$ cat config.mk
export PLATFORM = sky130hd
export DESIGN_NAME = dmem_arbiter
export DESIGN_NICKNAME = d
export VERILOG_FILES = /design/src/rtl/dmem_arbiter.sv
export SDC_FILE = /design/constraint.sdc
export NUM_CORES = 1
export LEC_CHECK = 0
export ABC_AREA = 0
export CORE_AREA = 2 2 100 102
export DETAILED_ROUTE_END_ITERATION = 6
export DIE_AREA = 0 0 102 104
export GPL_TIMING_DRIVEN = 0
export SLEW_MARGIN = 20
export SYNTH_ARGS = -nofsm -noshare
export SYNTH_HDL_FRONTEND = slang
export SYNTH_SLANG_ARGS = --single-unit
$ cat constraint.sdc
create_clock -name clk -period 3 [get_ports clk]
set_input_delay 0.9 -clock clk [delete_from_list [all_inputs] [get_ports clk]]
set_output_delay 0.9 -clock clk [all_outputs]
set_load 0.02 [all_outputs]
$ cat src/rtl/dmem_arbiter.sv
// Two-port arbiter sharing one synchronous dmem port between the CPU and a DMA engine.
// Round-robin on contention, with a bounded DMA lock so the CPU is never starved.
module dmem_arbiter #(
  parameter int ADDR_W    = 14,
  parameter int MAX_BURST = 8
) (
  input  logic              clk,
  input  logic              rst,

  input  logic              cpu_req,
  input  logic [3:0]        cpu_we,
  input  logic [ADDR_W-1:0] cpu_addr,
  input  logic [31:0]       cpu_wdata,
  output logic              cpu_stall,
  output logic              cpu_rvalid,
  output logic [31:0]       cpu_rdata,

  input  logic              dma_req,
  input  logic [3:0]        dma_we,
  input  logic [ADDR_W-1:0] dma_addr,
  input  logic [31:0]       dma_wdata,
  input  logic              dma_lock,
  output logic              dma_gnt,
  output logic              dma_rvalid,
  output logic [31:0]       dma_rdata,

  output logic              mem_en,
  output logic [3:0]        mem_we,
  output logic [ADDR_W-1:0] mem_addr,
  output logic [31:0]       mem_din,
  input  logic [31:0]       mem_dout
);

  typedef enum logic [1:0] {
    IDLE,
    CPU,
    DMA
  } owner_t;

  localparam logic [7:0] BURST_LIMIT = 8'(MAX_BURST);

  owner_t      owner;
  logic [7:0]  burst_cnt;
  logic        tag_valid;
  logic        tag_dma;
  logic        cpu_gnt;
  logic        lock_hold;

  assign lock_hold = (owner == DMA) && dma_lock && dma_req && (burst_cnt < BURST_LIMIT);

  // Grants are forced off while reset is held so nothing reaches the memory.
  always_comb begin
    cpu_gnt = 1'b0;
    dma_gnt = 1'b0;
    if (rst) begin
      if (lock_hold) begin
        dma_gnt = 1'b1;
      end else if (cpu_req && dma_req) begin
        if (owner == CPU) begin
          dma_gnt = 1'b1;
        end else begin
          cpu_gnt = 1'b1;
        end
      end else begin
        cpu_gnt = cpu_req;
        dma_gnt = dma_req;
      end
    end
  end

  assign cpu_stall = cpu_req & ~cpu_gnt;
  assign mem_en    = cpu_gnt | dma_gnt;

  always_comb begin
    mem_we   = '0;
    mem_addr = '0;
    mem_din  = '0;
    if (cpu_gnt) begin
      mem_we   = cpu_we;
      mem_addr = cpu_addr;
      mem_din  = cpu_wdata;
    end else if (dma_gnt) begin
      mem_we   = dma_we;
      mem_addr = dma_addr;
      mem_din  = dma_wdata;
    end
  end

  // burst_cnt only counts DMA beats taken while the CPU is actually waiting.
  always_ff @(posedge clk or negedge rst) begin
    if (!rst) begin
      owner     <= IDLE;
      burst_cnt <= 8'd0;
      tag_valid <= 1'b0;
      tag_dma   <= 1'b0;
    end else begin
      if (cpu_gnt) begin
        owner <= CPU;
      end else if (dma_gnt) begin
        owner <= DMA;
      end else begin
        owner <= IDLE;
      end
      burst_cnt <= (dma_gnt && cpu_req) ? burst_cnt + 8'd1 : 8'd0;
      tag_valid <= (cpu_gnt && (cpu_we == 4'b0000)) || (dma_gnt && (dma_we == 4'b0000));
      tag_dma   <= dma_gnt;
    end
  end

  assign cpu_rvalid = tag_valid & ~tag_dma;
  assign dma_rvalid = tag_valid &  tag_dma;
  assign cpu_rdata  = cpu_rvalid ? mem_dout : 32'd0;
  assign dma_rdata  = dma_rvalid ? mem_dout : 32'd0;

endmodule
### After elaboration in Yosys (flattened, before gate mapping)

Index checks and enable logic that the tools add are counted.

* latch bits: 0
* ROM bits: 0
* output and inout bits: 119
* bits in registers: 12
* memory bits (writable): 0
* memories kept: 0

* multiplexer cells: 19
* shift-type cells: 0
* add/sub/neg operators: 1
* eq/ne operators: 2
* reductions and logical operators: 10
* $mul: 0
* div/mod/pow operators: 0
* bitwise gates (word level): 6
* magnitude comparators: 1

Operators with widths (count)
* $mux 32: 4
* $mux 14: 2
* $add 8x1->8 const B: 1
* $logic_not 4->1: 2
* $lt 8x4->1 const B: 1
* $mux 1: 8
* $mux 4: 2
* $mux 8: 1
* $logic_and 1x1->1: 7
* $mux 2: 2
* $and 1x1->1: 3
* $eq 2x1->1 const B: 1
* $eq 2x2->1 const B: 1
* $not 1->1: 2
* $logic_or 1x1->1: 1
* $or 1x1->1: 1

### Depth between registers and ports, before layout

Gate-level depths: netlist of the first run.

* word-level depth: 8
* depth in mapped cells: 6
* mapped depth without buffers: 4

### Worst setup path before layout of the first run

No wires, ideal clock.

* path kind: input to output
* from: input port dma_lock
* to: output port mem_addr[10]
* stages on the path: 5
* arrival time: 2.024 ns
* path slack: 0.076 ns
* data required time: 2.100 ns
* cell sequence: and3b_1 > nand4b_1 > a21oi_2 > buf_2 > a22o_1

* longest elaborated chain between the ends: 7
* elaborated cells on any way between the ends: 9
* classes of those cells: mux (6); reduce/logical (3)

RTL lines
* start, declared: RTL line 22 `input logic dma_lock,`
* $logic_and 1x1->1 (3 in a row): RTL line 49 `assign lock_hold = (owner == DMA) && dma_lock && dma_req && (burst_cnt < BURST_LIMIT);`
* $mux 1: RTL line 56 `if (lock_hold) begin`
* $mux 1: RTL line 55 `if (rst) begin`
* via dma_gnt: RTL line 23 `output logic dma_gnt,`
* $mux 14: RTL line 82 `end else if (dma_gnt) begin`
* $mux 14: RTL line 78 `if (cpu_gnt) begin`
* end, declared: RTL line 29 `output logic [ADDR_W-1:0] mem_addr,`

The timed path passes the listed nets, and every way through them passes these cells.

### Worst setup path after layout of the first run

* from: input port dma_lock
* to: output port mem_addr[1]

* longest elaborated chain between the ends: 7
* elaborated cells on any way between the ends: 9
* classes of those cells: mux (6); reduce/logical (3)

RTL lines (RTL line)
* $logic_and 1x1->1 (*) (3 in a row): 49
* $mux 1: 56
* $mux 1: 55
* $mux 14: 82
* $mux 14 (*): 78

Mark *: on every way between the ends. The rest lies on a longest branch, timed or not.

==> results of run 1 <==
kinds of logic (layout without fill, tap and decap cells):
kind of cell	count (synthesis)	count (layout)	share of synthesized area, %
compound gates	55	55	31.2
xor+xnor	6	6	3.45
fa+ha+maj	1	1	0.822
buf+inv	22	290	8.80
flops	12	12	19.7
simple gates	91	91	36.0
flip-flops by register name (all words and copies together), names as in the netlist:
signal / flops
tag_valid: 1
tag_dma: 1
owner: 2
burst_cnt: 8
stage by stage:
stage | total power, mW | hold slack (ps) | setup TNS [ps] | util [%] | setup slack [ps]
after floorplan | 0.339 | 468 | 0 | - | 76.4
final | 0.878 | 503 | -3170 | 47.2 | -89.3
after global routing | 0.919 | 528 | -7710 | 47.2 | -179
after detailed placement | 0.663 | 495 | -70960 | 44.4 | -1380
after CTS | 0.881 | 504 | -5020 | 46.4 | -130
after global placement | 0.659 | 493 | -69660 | 44.4 | -1350
power breakdown:
| part | switching [mW] | internal (mW) | total [mW] |
|---|---|---|---|
| Sequential | 0.00321 | 0.165 | 0.168 |
| Combinational | 0.208 | 0.326 | 0.533 |
| Clock | 0.0601 | 0.116 | 0.176 |
| Total | 0.271 | 0.607 | 0.878 |
metal layers:
metal / up-vias / GRT usage [%]
met5: - / 0
met4: 0 / 6.29
met3: 16 / 5.51
met2: 169 / 32.4
met1: 1138 / 15.4
li1: 1238 / -
what timing repair did:
action | 4_1_cts | 5_1_grt
gates resized for setup | 403 | 29
buffers inserted | 6 | 1
gates cloned | 3 | 0
hold buffers | 0 | 0
endpoints found under the setup margin | 118 | 68
pin swaps | 35 | 8
cell usage in the layout (no fill, tap or decap), drive strengths merged:
cell / n
clkdlybuf4s50: 136
inv: 2
nor4: 3
xnor2: 1
a21oi: 2
and3b: 1
a211o: 1
and3: 35
and2: 33
nand4b: 1
and4: 1
buf: 76
o21ai: 1
or2: 1
a22o: 51
nor2b: 2
nor2: 8
xor2: 5
nand2: 1
nand3: 5
clkbuf: 14
dfrtp: 12
dlygate4sd2: 48
dlymetal6s2s: 14
ha: 1
final timing paths:
path,to,depth (start not counted)
max,mem_addr[1],9
min,burst_cnt[0],1
max in group asynchronous,burst_cnt[1],1
min reg2reg,burst_cnt[0],1
max reg2reg,burst_cnt[5],6
min in group asynchronous,burst_cnt[0],1
cell type report:
cell class	instances	area [um2]	area share [%]
timing repair buffer	264	2670	59.2
multi-input combinational	153	1120	24.8
sequential	12	300	6.67
buffer	20	191	4.25
tap	133	166	3.69
clock buffer	4	55.1	1.22
inverter	2	7.51	0.167
==> run summary, run 1 <==
Status -> finished with violations
Failing checks -> setup timing
Fin cells -> 588
Initial antenna violation count -> 0
Vias in the first global route -> 2,614
Initial DRC count -> 102
CP Data Required Time -> 2100 ps
CP peak stage delay -> 190 ps
Total congestion overflow -> 0
Die Wd -> 102 um
Max clock buf depth -> 2
Initial Util -> 15.9%
# H-tree levels -> 1
Post-route setup slack -> -89.3 ps
Pin count of the biggest net entering global routing -> 15
Final Cycle Share -> 103%
Synth top area cells -> a22o_1 (29%), dfrtp_1 (20%), and3_1 (14%), and2_1 (14%), buf_6 (4.4%)
Clk_lat worst skew -> 240 ps
# IOs -> 256
Synthesized instance count -> 187
Final HPWL from detailed placement -> 8080 um
Leak -> 2.49 nW
ANT cells -> 0
HP Class -> reg2reg
Highest routed layer -> met4
R2R setup slack -> 1230 ps
Synth Net Count -> 325
RSZ-0062 raised after global routing -> yes
Endpoints failing setup -> 51
Dominant cell type by area after synthesis -> a22o_1
Most common cell in the synthesized netlist -> a22o_1
Post-DP Area -> 4240 um2
Area delta synth->final -> 196%
Worst reg2reg startpoint -> burst_cnt[4]
Nets -> 594
Max Transition Viols Final -> 0
Final ANT Viol Nets -> 0
WL met2 -> 5040 um
Most frequent CP cell -> buf_6
Max-cap violations -> 0
Critical path endpoint category -> primary output
DRC -> 0
Placed insts -> 575
Synthesized flop and latch total -> 12
Fmax -> 0.324 GHz
FFs w/ async S/R, synth -> 100%
Row count -> 36
Worst path bufs/invs -> 5
Post-route minimum period -> 3090 ps
Global-route wire length before repair -> 13,900 um
Synth Area per Inst -> 8.14 um2
Ratio of cells with drive above 1 in the final layout -> 20.0%
GPL Wtd Cong -> 0.872
Worst rel slew slack -> 79.0%
Fin. Hold Viols -> 0
Clk slew on worst S/H paths -> 50 ps
Core Area -> 9550 um2
Post-synth EDFFs -> 0
CTS sink cnt -> 12
Share of the yosys chip area belonging to registers -> 19.7%
Met3 routed wirelength -> 1150 um
CTS Buf Count -> 3
DR pass1 iterations -> 3
Cell Area, Synth -> 1520 um2
Worst Hold Launch -> burst_cnt[0]
Die area -> 10,600 um2
Synth cell count leaders -> a22o_1 (51), and3_1 (35), and2_1 (33)
CTS tree -> done
Worst Setup Path Type -> in2out
PortBufs -> 255
Routed metal-1 wire length -> 3060 um
Via count -> 2,561
Critical path arrival -> 2190 ps
Clock Skews -> 2.49 ps
CP Cell Sequence -> buf_6, and3b_1, nand4b_1, buf_4, a21oi_4, buf_6, buf_8, a22o_1, buf_6
Main synth FF type -> dfrtp_1
Worst vdd ir -> 0.108 mV
Clk root buf -> clkbuf_8
DR vias/cell -> 4.36
Critical Path Start -> dma_lock
Worst-margin pin slew -> 315 ps
CP max-delay cell -> buf_4
Library cells used by synthesis -> 24
Area share of the largest cell type after synthesis -> 29.4%
Routed WL -> 9510 um
Warnings, synthesis -> 0
Gr usage total -> 16.6%
Die height -> 104 um
Fin area -> 4500 um2
Startpoint Class -> input pin
Pwr dens -> 195 nW/um2
CP Max Fanout -> 10
Crit path max-delay family -> buffers and inverters
Fillers -> 999
WL per Instance -> 16.2 um
Note: power is estimated with default switching activity, not from simulation.
==> inputs of run 2 (changes only) <==
--- a/config.mk
+++ b/config.mk
@@ -7,9 +7,11 @@
 export LEC_CHECK = 0
 export ABC_AREA = 0
 export CORE_AREA = 2 2 100 102
+export CTS_CLUSTER_SIZE = 40
 export DETAILED_ROUTE_END_ITERATION = 6
 export DIE_AREA = 0 0 102 104
 export GPL_TIMING_DRIVEN = 0
+export SETUP_SLACK_MARGIN = 0.4
 export SLEW_MARGIN = 20
 export SYNTH_ARGS = -nofsm -noshare
 export SYNTH_HDL_FRONTEND = slang
==> constraint.sdc (replaced) <==
create_clock -name clk -period 3.2 [get_ports clk]
set_input_delay 0.96 -clock clk [delete_from_list [all_inputs] [get_ports clk]]
set_output_delay 0.96 -clock clk [all_outputs]
set_load 0.02 [all_outputs]
==> run 2 against run 1 <==
  * The run still ends with setup timing left
  * Clock-buffer cell count unchanged
  * Sequential share of layout area down 0.25 points
  * Total power up 1.3%
  * Via count up 1.5%
  * Sequential power down 6%
  * Critical path type unchanged
  * Highest routed layer unchanged
==> run summary, run 2 (synthesized netlist as in run 1, its figures left out) <==
HP Class -> reg2reg
Startpoint Class -> input pin
ANT cells -> 0 (unchanged)
RSZ-0062 raised after global routing -> yes
Worst rel slew slack -> 77.6% (-1.4 points)
DRC -> 0 (unchanged)
Die Wd -> 102 um (unchanged)
Pre-CTS WS -> -1420 ps (-45.9 ps)
Clk slew on worst S/H paths -> 50 ps (about the same)
Core Area -> 9550 um2 (unchanged)
Worst-margin pin slew -> 336 ps (+20.6 ps)
CTS Buf Count -> 3 (unchanged)
CP Cell Sequence -> buf_6, and3b_1, nand4b_1, and4_4, buf_12, buf_12, buf_16, a22o_4, buf_6
CP Data Required Time -> 2240 ps (+140 ps)
GPL Wtd Cong -> 0.790 (-9.4%)
Post-DP Area -> 4410 um2 (+4.1%)
Pwr dens -> 190 nW/um2 (-2.4%)
Fmax -> 0.304 GHz
P_int -> 0.611 mW (+0.62%)
Routed WL -> 9900 um (+4.1%)
CP max-delay cell -> a22o_4
WL per Instance -> 16.4 um (+1.7%)
Final HPWL from detailed placement -> 8090 um (about the same)
Critical path arrival -> 2330 ps (+140 ps)
Final Cycle Share -> 103%
Post-route setup slack -> -90.0 ps (-0.708 ps)
Clock power frac -> 19.0% (-1.1 points)
CTS sink cnt -> 12 (unchanged)
Comb pwr share -> 63.2% (+2.4 points)
Global-route wire length before repair -> 14,700 um (+5.7%)
Gr usage total -> 17.8% (+1.1 points)
# IOs -> 256 (unchanged)
Nets -> 608 (+2.4%)
Final ANT Viol Nets -> 0 (unchanged)
Post-route minimum period -> 3290 ps
DR pass1 iterations -> 4 (+1)
DR vias/cell -> 4.32 (-0.88%)
CTS tree -> done
Commonest cells after routing, fill and taps aside -> clkdlybuf4s50_1 (133), buf_2 (54), buf_6 (49), and3_1 (35)
Max-cap violations -> 0 (unchanged)
Max Transition Viols Final -> 0 (unchanged)
Commonest non-fill, non-tap cell in the layout -> clkdlybuf4s50_1
PortBufs -> 255 (unchanged)
Critical path endpoint category -> primary output
Initial Util -> 15.9% (unchanged)
Total congestion overflow -> 0 (unchanged)
Pin count of the biggest net entering global routing -> 15 (unchanged)
Worst vdd ir -> 0.0870 mV (-19%)
Leak -> 2.32 nW (-6.9%)
Row count -> 36 (unchanged)
Worst Setup Path Type -> in2out
Die height -> 104 um (unchanged)
Via count -> 2,599 (+1.5%)
Vias in the first global route -> 2,664 (+1.9%)
Ratio of cells with drive above 1 in the final layout -> 39.9% (+20 points)
Failing checks -> setup timing
Clock Skews -> 0.676 ps (-1.81 ps)
Clk root buf -> clkbuf_8
Sw Ratio -> 31.3% (+0.48 points)
Largest register by flop count -> burst_cnt
Fin. Hold Viols -> 0 (unchanged)
Top flop regs -> burst_cnt: 8 flops, owner: 2 flops
Max clock buf depth -> 2 (unchanged)
Initial DRC count -> 81 (-21%)
Endpoints failing setup -> 30 (-41%)
Fillers -> 978 (-2.1%)
Seq pwr share -> 17.8% (-1.4 points)
P_sw -> 0.279 mW (+2.9%)
Clk_lat worst skew -> 250 ps (about the same)
Fin area -> 4680 um2 (+3.8%)
Die area -> 10,600 um2 (unchanged)
Power, Total -> 0.890 mW (+1.3%)
Initial antenna violation count -> 0 (unchanged)
CP Max Fanout -> 7 (-3)
Status -> finished with violations
CP peak stage delay -> 240 ps (+50 ps)
Area delta synth->final -> 207%
# H-tree levels -> 1 (unchanged)
Number of flip-flops in the largest register -> 8 (unchanged)
[run 2: cell types whose count changed in the layout (fill, tap and decap cells not counted), moves of 5 or more]
cell             previous run  this run
a22o_1                     51        33
a22o_4                      0        18
buf_12                      0         5
buf_2                       3        54
buf_4                       7        13
buf_6                      57        49
clkbuf_2                    4         9
clkdlybuf4s15_2             0        12
dlygate4sd2_1              48         1
dlymetal6s2s_1             14         0
[run 2: final timing paths]
kind / start / end / slack, ps / depth (start not counted)
min reg2reg: burst_cnt[0] / burst_cnt[0] / 520 / 1
max in group asynchronous: rst / tag_dma / 2380 / 1
max reg2reg: burst_cnt[4] / burst_cnt[3] / 1300 / 7
max: dma_lock / mem_din[30] / -90 / 9
min in group asynchronous: rst / burst_cnt[0] / 590 / 1
min: burst_cnt[0] / burst_cnt[0] / 520 / 1
[run 2: power groups by stage]
stage / clock (mW) / combinational, mW / sequential (mW)
global placement: 0 / 0.489 / 0.160
finish: 0.169 / 0.562 / 0.158
global route: 0.182 / 0.593 / 0.158
detailed placement: 0 / 0.492 / 0.160
CTS: 0.175 / 0.562 / 0.158
floorplan: 0 / 0.182 / 0.159
[run 2: what timing repair did]
item / CTS / global route
cloned: 7 / 0
setup buffers: 15 / 1
pin swaps: 19 / 7
gates resized for setup: 572 / 37
hold buffers: 0 / 0
setup endpoints to repair: 119 / 79
[run 2: metrics by stage]
stage          util (%)  TNS [ps]  hold WS [ps]  instances
2_1_floorplan         -         0           468        187
3_3_place_gp       46.2    -65290           503        575
3_5_place_dp       46.2    -66530           505        575
4_1_cts            50.1     -1690           514        601
5_1_grt            49.0     -7050           573        602
6_report           49.0     -1590           519        602
[run 2: cell type report]
type                            instances  area, um2  share of cell area (%)
Sequential cell                        12        300                    6.42
Multi-Input combinational cell        154       1300                    27.7
Timing Repair Buffer                  277       2640                    56.4
Clock buffer                            4       55.1                    1.18
Tap cell                              133        166                    3.56
Inverter                                2       7.51                   0.161
Buffer                                 20        213                    4.55
[run 2: critical path, delay by kind of cell]
family                 cells  cell delay (ps)
AO/OA/AOI/OAI              1              240
buffers and inverters      5              610
AND/OR/NAND/NOR            3              540
[run 2: per-layer routing]
layer	part of all wire, %	track usage, %	up-vias
met5	0	0	-
met4	0.92	3.43	0
met3	14	7.66	7
met2	53	34.1	155
met1	32	17.3	1168
li1	-	-	1269
